### config.mk
export PLATFORM = sky130hd
export DESIGN_NAME = post_tx_arbiter
export DESIGN_NICKNAME = d
export VERILOG_FILES = /design/src/rtl/post_tx_arbiter.sv
export SDC_FILE = /design/constraint.sdc
export NUM_CORES = 1
export LEC_CHECK = 0
export ABC_AREA = 1
export CAP_MARGIN = 20
export CORE_UTILIZATION = 30
export CTS_BUF_LIST = sky130_fd_sc_hd__clkbuf_16
export CTS_CLUSTER_DIAMETER = 80
export CTS_CLUSTER_SIZE = 16
export DETAILED_ROUTE_END_ITERATION = 8
export GPL_ROUTABILITY_DRIVEN = 0
export HOLD_SLACK_MARGIN = 0.05
export PLACE_DENSITY = 0.6
export SLEW_MARGIN = 10
export SYNTH_ARGS = -nofsm -noshare
export SYNTH_HDL_FRONTEND = slang
export SYNTH_SLANG_ARGS = --single-unit
### constraint.sdc
create_clock -name refclk -period 2.1 [get_ports refclk]
set_clock_uncertainty 0.15 [all_clocks]
set_input_delay 0.42 -clock refclk [delete_from_list [all_inputs] [get_ports refclk]]
set_output_delay 0.42 -clock refclk [all_outputs]
set_load 0.1 [all_outputs]
### src/rtl/post_tx_arbiter.sv
// Round-robin arbiter sharing the POST INPUT byte path between NREQ sources,
// locking the port to one source for up to BURST bytes of a message.
module post_tx_arbiter #(
    parameter int NREQ    = 2,
    parameter int BURST   = 16,
    parameter int HOLD_TO = 64
) (
    input  logic              refclk,
    input  logic              rst_n,
    input  logic [NREQ*8-1:0] req_data,
    input  logic [NREQ-1:0]   req_valid,
    input  logic [NREQ-1:0]   req_last,
    output logic [NREQ-1:0]   req_ready,
    output logic [7:0]        txin,
    output logic              tx_pending,
    input  logic              tx_taken,
    output logic [NREQ-1:0]   grant,
    output logic              busy
);

    localparam int IW = (NREQ > 1) ? $clog2(NREQ) : 1;

    typedef enum logic [1:0] {IDLE, PEND, WAIT} state_t;

    state_t          state, state_nx;
    logic [IW-1:0]   rr_ptr, rr_ptr_nx, owner, owner_nx, win;
    logic [7:0]      burst_cnt, burst_cnt_nx, hold_cnt, hold_cnt_nx, txin_nx;
    logic            last_f, last_f_nx, tx_pending_nx, found;
    logic [NREQ-1:0] grant_nx, ready_c;

    function automatic logic [7:0] src_byte(input logic [IW-1:0] i);
        return req_data[{i, 3'b000} +: 8];
    endfunction

    function automatic logic [7:0] burst_inc(input logic [7:0] cnt);
        return (cnt >= 8'(BURST)) ? cnt : cnt + 8'd1;
    endfunction

    // First valid source at or after rr_ptr, wrapping modulo NREQ.
    always_comb begin
        int idx;
        found = 1'b0;
        win   = '0;
        idx   = 0;
        for (int i = 0; i < NREQ; i++) begin
            idx = int'(rr_ptr) + i;
            if (idx >= NREQ) idx = idx - NREQ;
            if (!found && req_valid[idx]) begin
                found = 1'b1;
                win   = IW'(idx);
            end
        end
    end

    always_comb begin
        state_nx      = state;
        rr_ptr_nx     = rr_ptr;
        owner_nx      = owner;
        burst_cnt_nx  = burst_cnt;
        hold_cnt_nx   = hold_cnt;
        txin_nx       = txin;
        tx_pending_nx = tx_pending;
        grant_nx      = grant;
        last_f_nx     = last_f;
        ready_c       = '0;
        case (state)
            IDLE: begin
                if (found) begin
                    ready_c[win]  = 1'b1;
                    txin_nx       = src_byte(win);
                    tx_pending_nx = 1'b1;
                    grant_nx      = '0;
                    grant_nx[win] = 1'b1;
                    owner_nx      = win;
                    burst_cnt_nx  = 8'd1;
                    last_f_nx     = req_last[win];
                    state_nx      = PEND;
                end
            end
            PEND: begin
                if (tx_taken) begin
                    if (!last_f && burst_cnt < 8'(BURST)) begin
                        if (req_valid[owner]) begin
                            ready_c[owner] = 1'b1;
                            txin_nx        = src_byte(owner);
                            burst_cnt_nx   = burst_inc(burst_cnt);
                            last_f_nx      = req_last[owner];
                        end else begin
                            tx_pending_nx = 1'b0;
                            hold_cnt_nx   = 8'd0;
                            state_nx      = WAIT;
                        end
                    end else begin
                        tx_pending_nx = 1'b0;
                        grant_nx      = '0;
                        rr_ptr_nx     = (owner == IW'(NREQ - 1)) ? '0 : owner + IW'(1);
                        state_nx      = IDLE;
                    end
                end
            end
            WAIT: begin
                if (req_valid[owner]) begin
                    ready_c[owner] = 1'b1;
                    txin_nx        = src_byte(owner);
                    tx_pending_nx  = 1'b1;
                    burst_cnt_nx   = burst_inc(burst_cnt);
                    last_f_nx      = req_last[owner];
                    state_nx       = PEND;
                end else if (hold_cnt == 8'(HOLD_TO - 1)) begin
                    grant_nx  = '0;
                    rr_ptr_nx = (owner == IW'(NREQ - 1)) ? '0 : owner + IW'(1);
                    state_nx  = IDLE;
                end else begin
                    hold_cnt_nx = hold_cnt + 8'd1;
                end
            end
            default: state_nx = IDLE;
        endcase
    end

    // Reset also discards any byte held in txin; the source is not asked again.
    always_ff @(posedge refclk) begin
        if (!rst_n) begin
            state      <= IDLE;
            rr_ptr     <= '0;
            owner      <= '0;
            burst_cnt  <= 8'd0;
            hold_cnt   <= 8'd0;
            txin       <= 8'd0;
            tx_pending <= 1'b0;
            grant      <= '0;
            last_f     <= 1'b0;
        end else begin
            state      <= state_nx;
            rr_ptr     <= rr_ptr_nx;
            owner      <= owner_nx;
            burst_cnt  <= burst_cnt_nx;
            hold_cnt   <= hold_cnt_nx;
            txin       <= txin_nx;
            tx_pending <= tx_pending_nx;
            grant      <= grant_nx;
            last_f     <= last_f_nx;
        end
    end

    assign req_ready = rst_n ? ready_c : '0;
    assign busy      = (state != IDLE);

endmodule
==> run metrics, run 1 <==
status finished, violations left; failing checks setup timing; Post-Place Cells 440; Worst R2R Start state[1]; layout cell share with drive strength beyond 1 19.79%; initial core utilization between 30% and 40%; CTS H-tree lvls 2; Lkg Pwr 1.263 nW; Worst Min Path Start grant[1]; final setup fails 2; initial antenna violation count 0; Final ANT Viol Nets 0; GR Util All Layers 13.69%; Iter 0 DRT Violations 85; routed vias ~2000; largest net degree at the start of global routing 20; synthesized instance count 319; CP Depth 9; IO Pins 37; Max-slew headroom 72.82%; hold_buf cts 0; critical path type flip-flop to output port; unrepaired setup endpoints after global routing true; final cycle utilization of the critical path 102.9%; asr flop ratio synth 0%; Slowest cell on crit path dfxtp_2; Layout Cells excl Fill approximately 450; post-layout power 4.267 mW; CP endpoint req_ready[1]; WHS a little over 300 ps; die width 84.58 um; Clk Latency, worst-skew pair 280 ps; max frequency 0.4627 GHz; Cell Chain, Critical Path inv_2 > ha_4 > nand4_1 > nor2_1 > nor2_1 > o21ai_1 > nand2_1 > clkinvlp_4 > buf_12; Die Height between 80 and 90 um; Max Cap Violations 0; reg2reg setup slack 220 ps; global-route wire length before repair 7866 um; Distinct cells, synth 27; Worst VDD drop a little over 0.0007 V; Yosys top cell area share 31.31%; Crit. Startpoint state[1]; synth top area cells dfxtp_1, nand2_1, nor2_1; Final Max Tran Viols 0; Buf/Inv on CP 3; Hold Violations, Final 0; port buffer count 36; WP data arrival 1590 ps; row cnt 29; worst path required time 1530 ps; Seq cells post-synth 32; RR Endpoint burst_cnt[4]; DIE AREA ~7200 um^2; highest cell delay on the worst timing path 320 ps; Most used DFF post-synth dfxtp_1; Worst Hold Class flip-flop to flip-flop; crit path max fanout 2; register area share after synthesis 31.31%; Power Dens Cells about 1600 nW/um^2; vias in the first global route 1818; DRC 0; post-synth top area cell dfxtp_1; # nets final 403; most frequent cells after synthesis nand2_1, nor2_1, inv_1, dfxtp_1, o21ai_0; CP endpoint kind output port; fin util 42.44%; Final WS setup -61.09 ps; syn nets 349; Crit path max-delay family simple AND/OR/NAND/NOR gates; Reg clk slew, reported paths 60 ps; r2r worst-path depth 9; First-pass DRT Iterations 8; Clock Tree Root clkbuf_16; Mean Syn Cell Area 6.413 um^2; Post-synth EDFFs 0; Yosys warnings 0; Clock Path Buffers 2; Avg WL per Cell 9.794 um; total grt overflow 0; post-DR vias/cell 4.361; Ant. Diodes 0; HPWL after detailed placement 3356 um; CTS Sinks 32; CP dominant cell by count nor2_1; Worst-Margin Slew 406.1 ps; Core ar. 6459 um^2; synth-to-layout area growth 34.01%; drt total wl 4417 um; Mapped Area 2046 um^2; Critical Path Start Type flip-flop; CTS tree yes; leading cell type by number of instances after synthesis nand2_1; post-layout min period around 2200 ps; total CTS buffers 5
-- tightest hold or removal path, delay by kind of cell, from the launching register on --
family	cells	cell delay (ps)
AND/OR/NAND/NOR	1	60
flip-flops	1	310
AO/OA/AOI/OAI	1	50
-- flip-flops by register name, summed over array words and instances (netlist names) --
| register | flops |
|---|---|
| rr_ptr | 1 |
| state | 2 |
| hold_cnt | 8 |
| txin | 8 |
| owner | 1 |
| burst_cnt | 8 |
| tx_pending | 1 |
| last_f | 1 |
| grant | 2 |
-- stage by stage --
step / setup TNS (ps) / instance area, um^2 / setup slack [ps]
global placement: -361.4 / 2567 / -130.6
global route: -338.3 / 2741 / -172.4
floorplan: 0 / 2056 / 36.80
detailed placement: -897.3 / 2567 / -174.7
CTS: -214.1 / 2736 / -109.7
finish: -115.5 / 2741 / -61.09
-- power breakdown --
group / internal, mW / switching, mW / leakage, nW
registers: 0.757 / 0.0861 / 0.263
logic: 0.837 / 1.91 / 0.926
clock network: 0.426 / 0.255 / 0.0738
-- layout make-up --
| class | instances | area, um^2 |
|---|---|---|
| fillers | 703 | 3717 |
| multi-input cells | 229 | 1179 |
| flip-flops and latches | 32 | 643.1 |
| repair buffers | 52 | 480.5 |
| inverters | 53 | 206.4 |
| clock buffers | 5 | 125.1 |
| well taps | 77 | 96.34 |
| clock inverters | 3 | 11.26 |
-- what timing repair did --
item | CTS | global route
pin swaps | 5 | 3
setup buffers | 3 | 0
gates resized for setup | 8 | 1
hold endpoints to repair | 0 | 0
setup endpoints to repair | 2 | 2
-- worst min path at each step --
| stage | to | slack (ps) | cells past startpoint |
|---|---|---|---|
| after floorplan | burst_cnt[7] | 280 | 2 |
| after global placement | burst_cnt[7] | 290 | 2 |
| after detailed placement | burst_cnt[7] | 300 | 2 |
| after CTS | burst_cnt[7] | 310 | 2 |
| after global routing | burst_cnt[4] | 350 | 2 |
| final | grant[1] | 310 | 2 |
-- cell families (layout without fill, tap and decap cells) --
logic type,count (synthesis),in the layout,share of synthesized area (%)
adder cells (fa/ha/maj),7,7,4.281
flip-flops,32,32,31.31
XOR/XNOR,3,3,1.285
AO/OA/AOI/OAI,35,35,9.970
AND/OR/NAND/NOR,184,184,41.22
buffers and inverters,58,113,11.93
-- layout by cell type (no fill, tap or decap) --
cell type	synthesis	layout
inv_1	46	45
nand2_2	6	6
nand2_4	1	1
o21ai_0	17	15
nor2_2	6	5
a21oi_1	15	15
nand3_1	16	16
nand3_4	1	1
nand4_1	6	6
ha_4	0	1
dfxtp_1	32	30
buf_12	0	3
xnor2_1	1	1
nor2_1	48	48
clkdlybuf4s50_1	0	20
nand3_2	4	4
o21ai_4	1	1
a21boi_2	1	1
a21oi_4	1	1
buf_4	1	27
nor2_4	4	5
dfxtp_2	0	2
or2_2	1	1
o21ai_1	0	2
inv_2	6	7
clkbuf_16	0	5
xor2_1	2	2
ha_1	7	6
clkinvlp_4	0	2
clkinv_1	1	2
dlygate4sd2_1	0	2
nand2_1	90	90
nand4_2	1	1
-- layer usage --
metal  vias up  GRT usage [%]  part of all wire, %
li1       1091              -                    -
met1       821          16.87                   50
met2        48          22.39                   43
met3         7          3.736                  5.1
met4         0          6.009                  1.9
met5         -              0                    0
(Power assumes the default switching activity.)
==> run 2: changes to the inputs <==
Settings changed: ABC_AREA 1 to 0.
==> run metrics, run 2 <==
# nets final 322 (was 403); Die Height 82.79 um (was 84.58 um); Worst Hold Class flip-flop to flip-flop (unchanged); Post-synth EDFFs 0 (unchanged); First-pass DRT Iterations 5 (was 8); Seq. cell area 644.4 um^2 (was 643.1 um^2); Crit. Startpoint tx_taken (was state[1]); drt total wl 5230 um (was 4417 um); failing checks setup timing (unchanged); largest family of logic cells by synthesized area compound AO/OA/AOI/OAI gates (was simple AND/OR/NAND/NOR gates); crit path max fanout 3 (was 2); Final ANT Viol Nets 0 (unchanged); hold_buf cts 0 (unchanged); Distinct cells, synth 53 (was 27); CTS tree yes (unchanged); Worst-Margin Slew 710.6 ps (was 406.1 ps); final cycle utilization of the critical path 103.8% (was 102.9%); total CTS buffers 5 (unchanged); Lkg Pwr 1.182 nW (was 1.263 nW); Clk Latency, worst-skew pair 280 ps (about the same); unrepaired setup endpoints after global routing true (unchanged); Clock Path Buffers 2 (unchanged); Clock Tree Root clkbuf_16 (unchanged); RR Endpoint burst_cnt[4] (unchanged); total negative setup slack -173.6 ps (was -115.5 ps); port buffer count 36 (unchanged); Mapped Area 1958 um^2 (was 2046 um^2); final setup fails 3 (was 2); Power Dens Cells 1548 nW/um^2 (was 1556 nW/um^2); Compound-Gate Fraction of Synth Area 26.07% (was 9.969%); met2 usage in global routing 29.67% (was 22.39%); Mean Syn Cell Area 8.860 um^2 (was 6.413 um^2); asr flop ratio synth 0% (unchanged); CTS Sinks 32 (unchanged); Cell Chain, Critical Path clkdlybuf4s50_1 > a31oi_4 > o2bb2ai_2 > and3_4 > buf_12 (was inv_2 > ha_4 > nand4_1 > nor2_1 > nor2_1 > o21ai_1 > nand2_1 > clkinvlp_4 > buf_12); layout cell share with drive strength beyond 1 32.08% (was 19.79%); row cnt 29 (unchanged); Ant. Diodes 0 (unchanged); CP endpoint req_ready[0] (was req_ready[1]); most frequent cells in the layout buf_4, dfxtp_1, nand2_1, clkdlybuf4s50_1, mux2i_1 (was nand2_1, nor2_1, inv_1); IO Pins 37 (unchanged); Slowest cell on crit path clkdlybuf4s50_1 (was dfxtp_2); post-synthesis xor/xnor area fraction 0% (was 1.284%); Synth Area in Simple Gates 20.58% (was 41.22%); synth top area cells dfxtp_1, mux2i_1, ha_1 (was dfxtp_1, nand2_1, nor2_1); Yosys top cell area share 32.72% (was 31.31%); commonest non-fill, non-tap cell in the layout buf_4 (was nand2_1); r2r worst-path depth 9 (unchanged); DRC 0 (unchanged); Reg clk slew, reported paths 50 ps (was 60 ps); max frequency 0.4586 GHz (was 0.4627 GHz); synth-to-layout area growth 48.82% (was 34.01%); # fillers 638 (was 703); die width 82.79 um (was 84.58 um); syn nets 251 (was 349); Worst R2R Start state[1] (unchanged); leading cell type by number of instances after synthesis dfxtp_1 (was nand2_1); Most Used Layer, Global Route met2 (unchanged); Critical Path Start Type input port (was flip-flop); multiplexer share of the synthesized area 10.42% (was 0%); initial core utilization 31.01% (was 31.67%); Worst Min Path Start grant[0] (was grant[1]); Top Registers burst_cnt x8, hold_cnt x8, txin x8 (unchanged); grt met3 use 3.497% (was 3.736%); register area share after synthesis 32.72% (was 31.31%); highest cell delay on the worst timing path 570 ps (was 320 ps); CP endpoint kind output port (unchanged); post-synth top area cell dfxtp_1 (unchanged); WP data arrival 1610 ps (was 1590 ps); routed vias 1950 (was 1967); CTS H-tree lvls 2 (unchanged); post-layout power 4.511 mW (was 4.267 mW); largest net degree at the start of global routing 24 (was 20); vias in the first global route 2000 (was 1818); Yosys warnings 0 (unchanged); Synth Area in Adders 4.473% (was 4.281%); Core ar. 6314 um^2 (was 6459 um^2); GR Util All Layers 16.98% (was 13.69%); critical path type input port to output port (was flip-flop to output port); area of the multi-input gates 1274 um^2 (was 1179 um^2); reg2reg setup slack -20 ps (was 220 ps); most frequent cells after synthesis dfxtp_1, nand2_1, mux2i_1, a21oi_1, nand3_1 (was nand2_1, nor2_1, inv_1, dfxtp_1, o21ai_0); synthesized instance count 221 (was 319); Final WS setup -80.67 ps (was -61.09 ps); Seq cells post-synth 32 (unchanged); worst path required time 1530 ps (about the same); met1 Use GR 21.04% (was 16.87%); Most used DFF post-synth dfxtp_1 (unchanged); post-DR vias/cell 5.270 (was 4.361); HPWL after detailed placement 3826 um (was 3356 um); DIE AREA 6854 um^2 (was 7153 um^2); WHS 315.5 ps (was 311.5 ps); Max-slew headroom 52.20% (was 72.82%); post-layout min period 2181 ps (was 2161 ps); Final Max Tran Viols 0 (unchanged); Layout Cells excl Fill 370 (was 451); status finished, violations left (unchanged); Hold Violations, Final 0 (unchanged); Worst VDD drop 0.0008150 V (was 0.0007133 V); Post-Place Cells 359 (was 440); Avg WL per Cell 14.14 um (was 9.794 um); Iter 0 DRT Violations 80 (was 85); Max Cap Violations 0 (unchanged); global-route wire length before repair 8901 um (was 7866 um); total grt overflow 0 (unchanged); initial antenna violation count 0 (unchanged)
[run 2: routing by layer]
| metal | vias to the layer above | routed length, um |
|---|---|---|
| li1 | 975 | - |
| met1 | 920 | 2414 |
| met2 | 49 | 2550 |
| met3 | 6 | 219 |
| met4 | 0 | 46 |
| met5 | - | 0 |
[run 2: metrics by stage]
step	instance area [um^2]	worst slack [ps]	util [%]
finish	2914	-80.67	46.16
floorplan	1966	49.19	-
detailed placement	2666	-329.1	42.23
global route	2914	-142.8	46.16
CTS	2875	-71.70	45.54
global placement	2666	-304.2	42.23
[run 2: worst max-delay path, delay by kind of cell]
| kind | cells | cell delay (ps) |
|---|---|---|
| and+or+nand+nor | 1 | 190 |
| buffers and inverters | 2 | 740 |
| AOI/OAI and AO/OA | 2 | 250 |
[run 2: worst min-delay path by stage]
stage | endpoint | slack (ps) | cells past startpoint
after floorplan | rr_ptr | 300 | 2
after global placement | grant[0] | 310 | 2
after detailed placement | grant[0] | 310 | 2
after CTS | grant[0] | 320 | 2
after global routing | grant[0] | 350 | 2
final | grant[0] | 320 | 2
[run 2: kinds of logic after synthesis]
kind of cell | count (synthesis)
adders and majority gates | 7
buffers and inverters | 26
and+or+nand+nor | 71
muxes | 19
AOI/OAI and AO/OA | 66
DFF | 32
[run 2: report_power, final]
group          switching [mW]  internal (mW)  total, mW
clock                   0.259          0.551      0.810
sequential              0.101          0.762      0.863
combinational            1.77           1.07       2.84
total                    2.13           2.38       4.51
[run 2: timing repair]
| item | 4_1_cts | 5_1_grt |
|---|---|---|
| endpoints found under the setup margin | 13 | 19 |
| buffers inserted | 1 | 2 |
| resized for setup | 13 | 9 |
| pin swaps | 5 | 6 |
[run 2: cell type report]
class,count,share of cell area (%)
Clock inverter,3,1.288
Tap cell,77,3.306
Multi-Input combinational cell,163,43.71
Sequential cell,32,22.11
Timing Repair Buffer,79,23.87
Inverter,11,1.417
Clock buffer,5,4.294
==> run 3: changes to the inputs <==
Settings changed: PLACE_DENSITY 0.6 to 0.59.
==> run metrics, run 3 (synthesized netlist as in run 2, its figures left out) <==
status finished, violations left (unchanged); failing checks setup timing (unchanged); Worst VDD drop 0.0008847 V (was 0.0008150 V); unrepaired setup endpoints after global routing true (unchanged); Final ANT Viol Nets 0 (unchanged); Max Cap Violations 0 (unchanged); row cnt 29 (unchanged); crit path max fanout 2 (was 3); Ant. Diodes 0 (unchanged); Switching Power 2.131 mW (was 2.132 mW); CTS tree yes (unchanged); GR Util All Layers 17.38% (was 16.98%); initial antenna violation count 0 (unchanged); most frequent cells in the layout buf_4, dfxtp_1, nand2_1, clkdlybuf4s50_1, mux2i_1 (unchanged); Core ar. 6314 um^2 (unchanged); Top Registers burst_cnt x8, hold_cnt x8, txin x8 (unchanged); max frequency 0.4524 GHz (was 0.4586 GHz); Buf/Inv on CP 1 (was 2); global-route wire length before repair 8983 um (was 8901 um); layout cell share with drive strength beyond 1 29.55% (was 32.08%); routed vias 1916 (was 1950); # fillers 648 (was 638); die width 82.79 um (unchanged); DIE AREA 6854 um^2 (unchanged); Place WS -351.1 ps (was -329.1 ps); Worst-Margin Slew 410.9 ps (was 710.6 ps); Final Max Tran Viols 0 (unchanged); total CTS buffers 5 (unchanged); vias in the first global route 1882 (was 2000); Most Used Layer, Global Route met2 (unchanged); post-DR vias/cell 5.207 (was 5.270); Logic pwr share 64.5% (was 62.9%); highest cell delay on the worst timing path 390 ps (was 570 ps); total negative setup slack -191.4 ps (was -173.6 ps); worst path required time 1530 ps (about the same); total grt overflow 0 (unchanged); Layout Cells excl Fill 368 (was 370); Critical Path Start Type flip-flop (was input port); IO Pins 37 (unchanged); Worst Hold Class flip-flop to flip-flop (unchanged); critical path type flip-flop to output port (was input port to output port); Lkg Pwr 1.168 nW (was 1.182 nW); met2 usage in global routing 27.13% (was 29.67%); largest net degree at the start of global routing 24 (unchanged); Crit path max-delay family simple AND/OR/NAND/NOR gates (was buffers and inverters); CTS Sinks 32 (unchanged); Clock Tree Root clkbuf_16 (unchanged); # nets final 321 (was 322); WHS 313.6 ps (was 315.5 ps); met1 Use GR 22.81% (was 21.04%); Iter 0 DRT Violations 61 (was 80); Reg power frac 19.8% (was 19.1%); Clock Path Buffers 2 (unchanged); CP endpoint kind output port (unchanged); Reg clk slew, reported paths 60 ps (was 50 ps); Post-Place Cells 358 (was 359); Pint 2.235 mW (was 2.379 mW); CTS H-tree lvls 2 (unchanged); final instance area 2869 um^2 (was 2914 um^2); grt met3 use 4.590% (was 3.497%); final setup fails 2 (was 3); Clk Latency, worst-skew pair 280 ps (about the same); Power Dens Cells 1522 nW/um^2 (was 1548 nW/um^2); final cycle utilization of the critical path 105.3% (was 103.8%); Avg WL per Cell 14.35 um (was 14.14 um); Hold Violations, Final 0 (unchanged); synth-to-layout area growth 46.52% (was 48.82%); Die Height 82.79 um (unchanged); Cell Chain, Critical Path nor4_4 > a31oi_4 > o2bb2ai_2 > and3_4 > buf_12 (was clkdlybuf4s50_1 > a31oi_4 > o2bb2ai_2 > and3_4 > buf_12); drt total wl 5281 um (was 5230 um); DP Area 2671 um^2 (was 2666 um^2); Max-slew headroom 72.55% (was 52.20%); Slowest cell on crit path nor4_4 (was clkdlybuf4s50_1); initial core utilization 31.01% (unchanged); commonest non-fill, non-tap cell in the layout buf_4 (unchanged); HPWL after detailed placement 3778 um (was 3826 um); First-pass DRT Iterations 4 (was 5); Final WS setup -110.7 ps (was -80.67 ps); port buffer count 36 (unchanged); Clock Power Share 15.8% (was 17.9%); DRC 0 (unchanged); post-layout min period 2211 ps (was 2181 ps); switching share of power 48.80% (was 47.26%); WP data arrival 1640 ps (was 1610 ps)
[run 3: changes by cell type in the layout (fill, tap and decap cells not counted), sizes merged]
cell,before,now
buf,57,56
bufinv,1,0
[run 3: path summary, 6_finish.rpt]
check	start	to	slack, ps	cells after the start
setup / recovery	burst_cnt[7]	req_ready[0]	-110	5
hold / removal	grant[0]	grant[0]	310	2
setup reg to reg	state[0]	txin[4]	60	7
hold reg to reg	grant[0]	grant[0]	310	2
[run 3: power groups by stage]
stage / registers (mW) / clock network, mW / logic [mW]
after floorplan: 1.56 / 0 / 1.16
after global placement: 0.863 / 0 / 2.71
after detailed placement: 0.866 / 0 / 2.72
after CTS: 0.863 / 0.703 / 2.76
after global routing: 0.887 / 0.725 / 2.99
final: 0.862 / 0.689 / 2.81
[run 3: layout make-up]
type | instances | area [um^2] | area share [%]
multi-input combinational | 163 | 1254 | 43.70
timing repair buffer | 78 | 700.7 | 24.42
sequential | 32 | 644.4 | 22.46
clock buffer | 5 | 125.1 | 4.361
tap | 77 | 96.34 | 3.358
inverter | 11 | 41.29 | 1.439
clock inverter | 2 | 7.507 | 0.2617
[run 3: metrics by stage]
stage	utilization [%]	power, mW
2_1_floorplan	-	2.724
3_3_place_gp	42.31	3.574
3_5_place_dp	42.31	3.584
4_1_cts	44.93	4.324
5_1_grt	45.44	4.607
6_report	45.44	4.366
[run 3: layer usage]
metal / share of wire [%] / up-vias
met5: 0 / -
met4: 0.91 / 0
met3: 4.1 / 6
met2: 46 / 43
met1: 49 / 901
li1: - / 966
[run 3: timing repair]
action,4_1_cts,5_1_grt
hold buffers,0,0
pin swaps,4,2
setup buffers,2,1
gates resized for setup,10,7
setup endpoints to repair,12,20
[run 3: worst register-to-register path, cell delays in order, from the launching register on]
cell       delay, ps
dfxtp_2          350
inv_1             60
ha_1             390
a2111oi_2        390
buf_4            200
and2_1           180
buf_12           140
a211oi_1          70
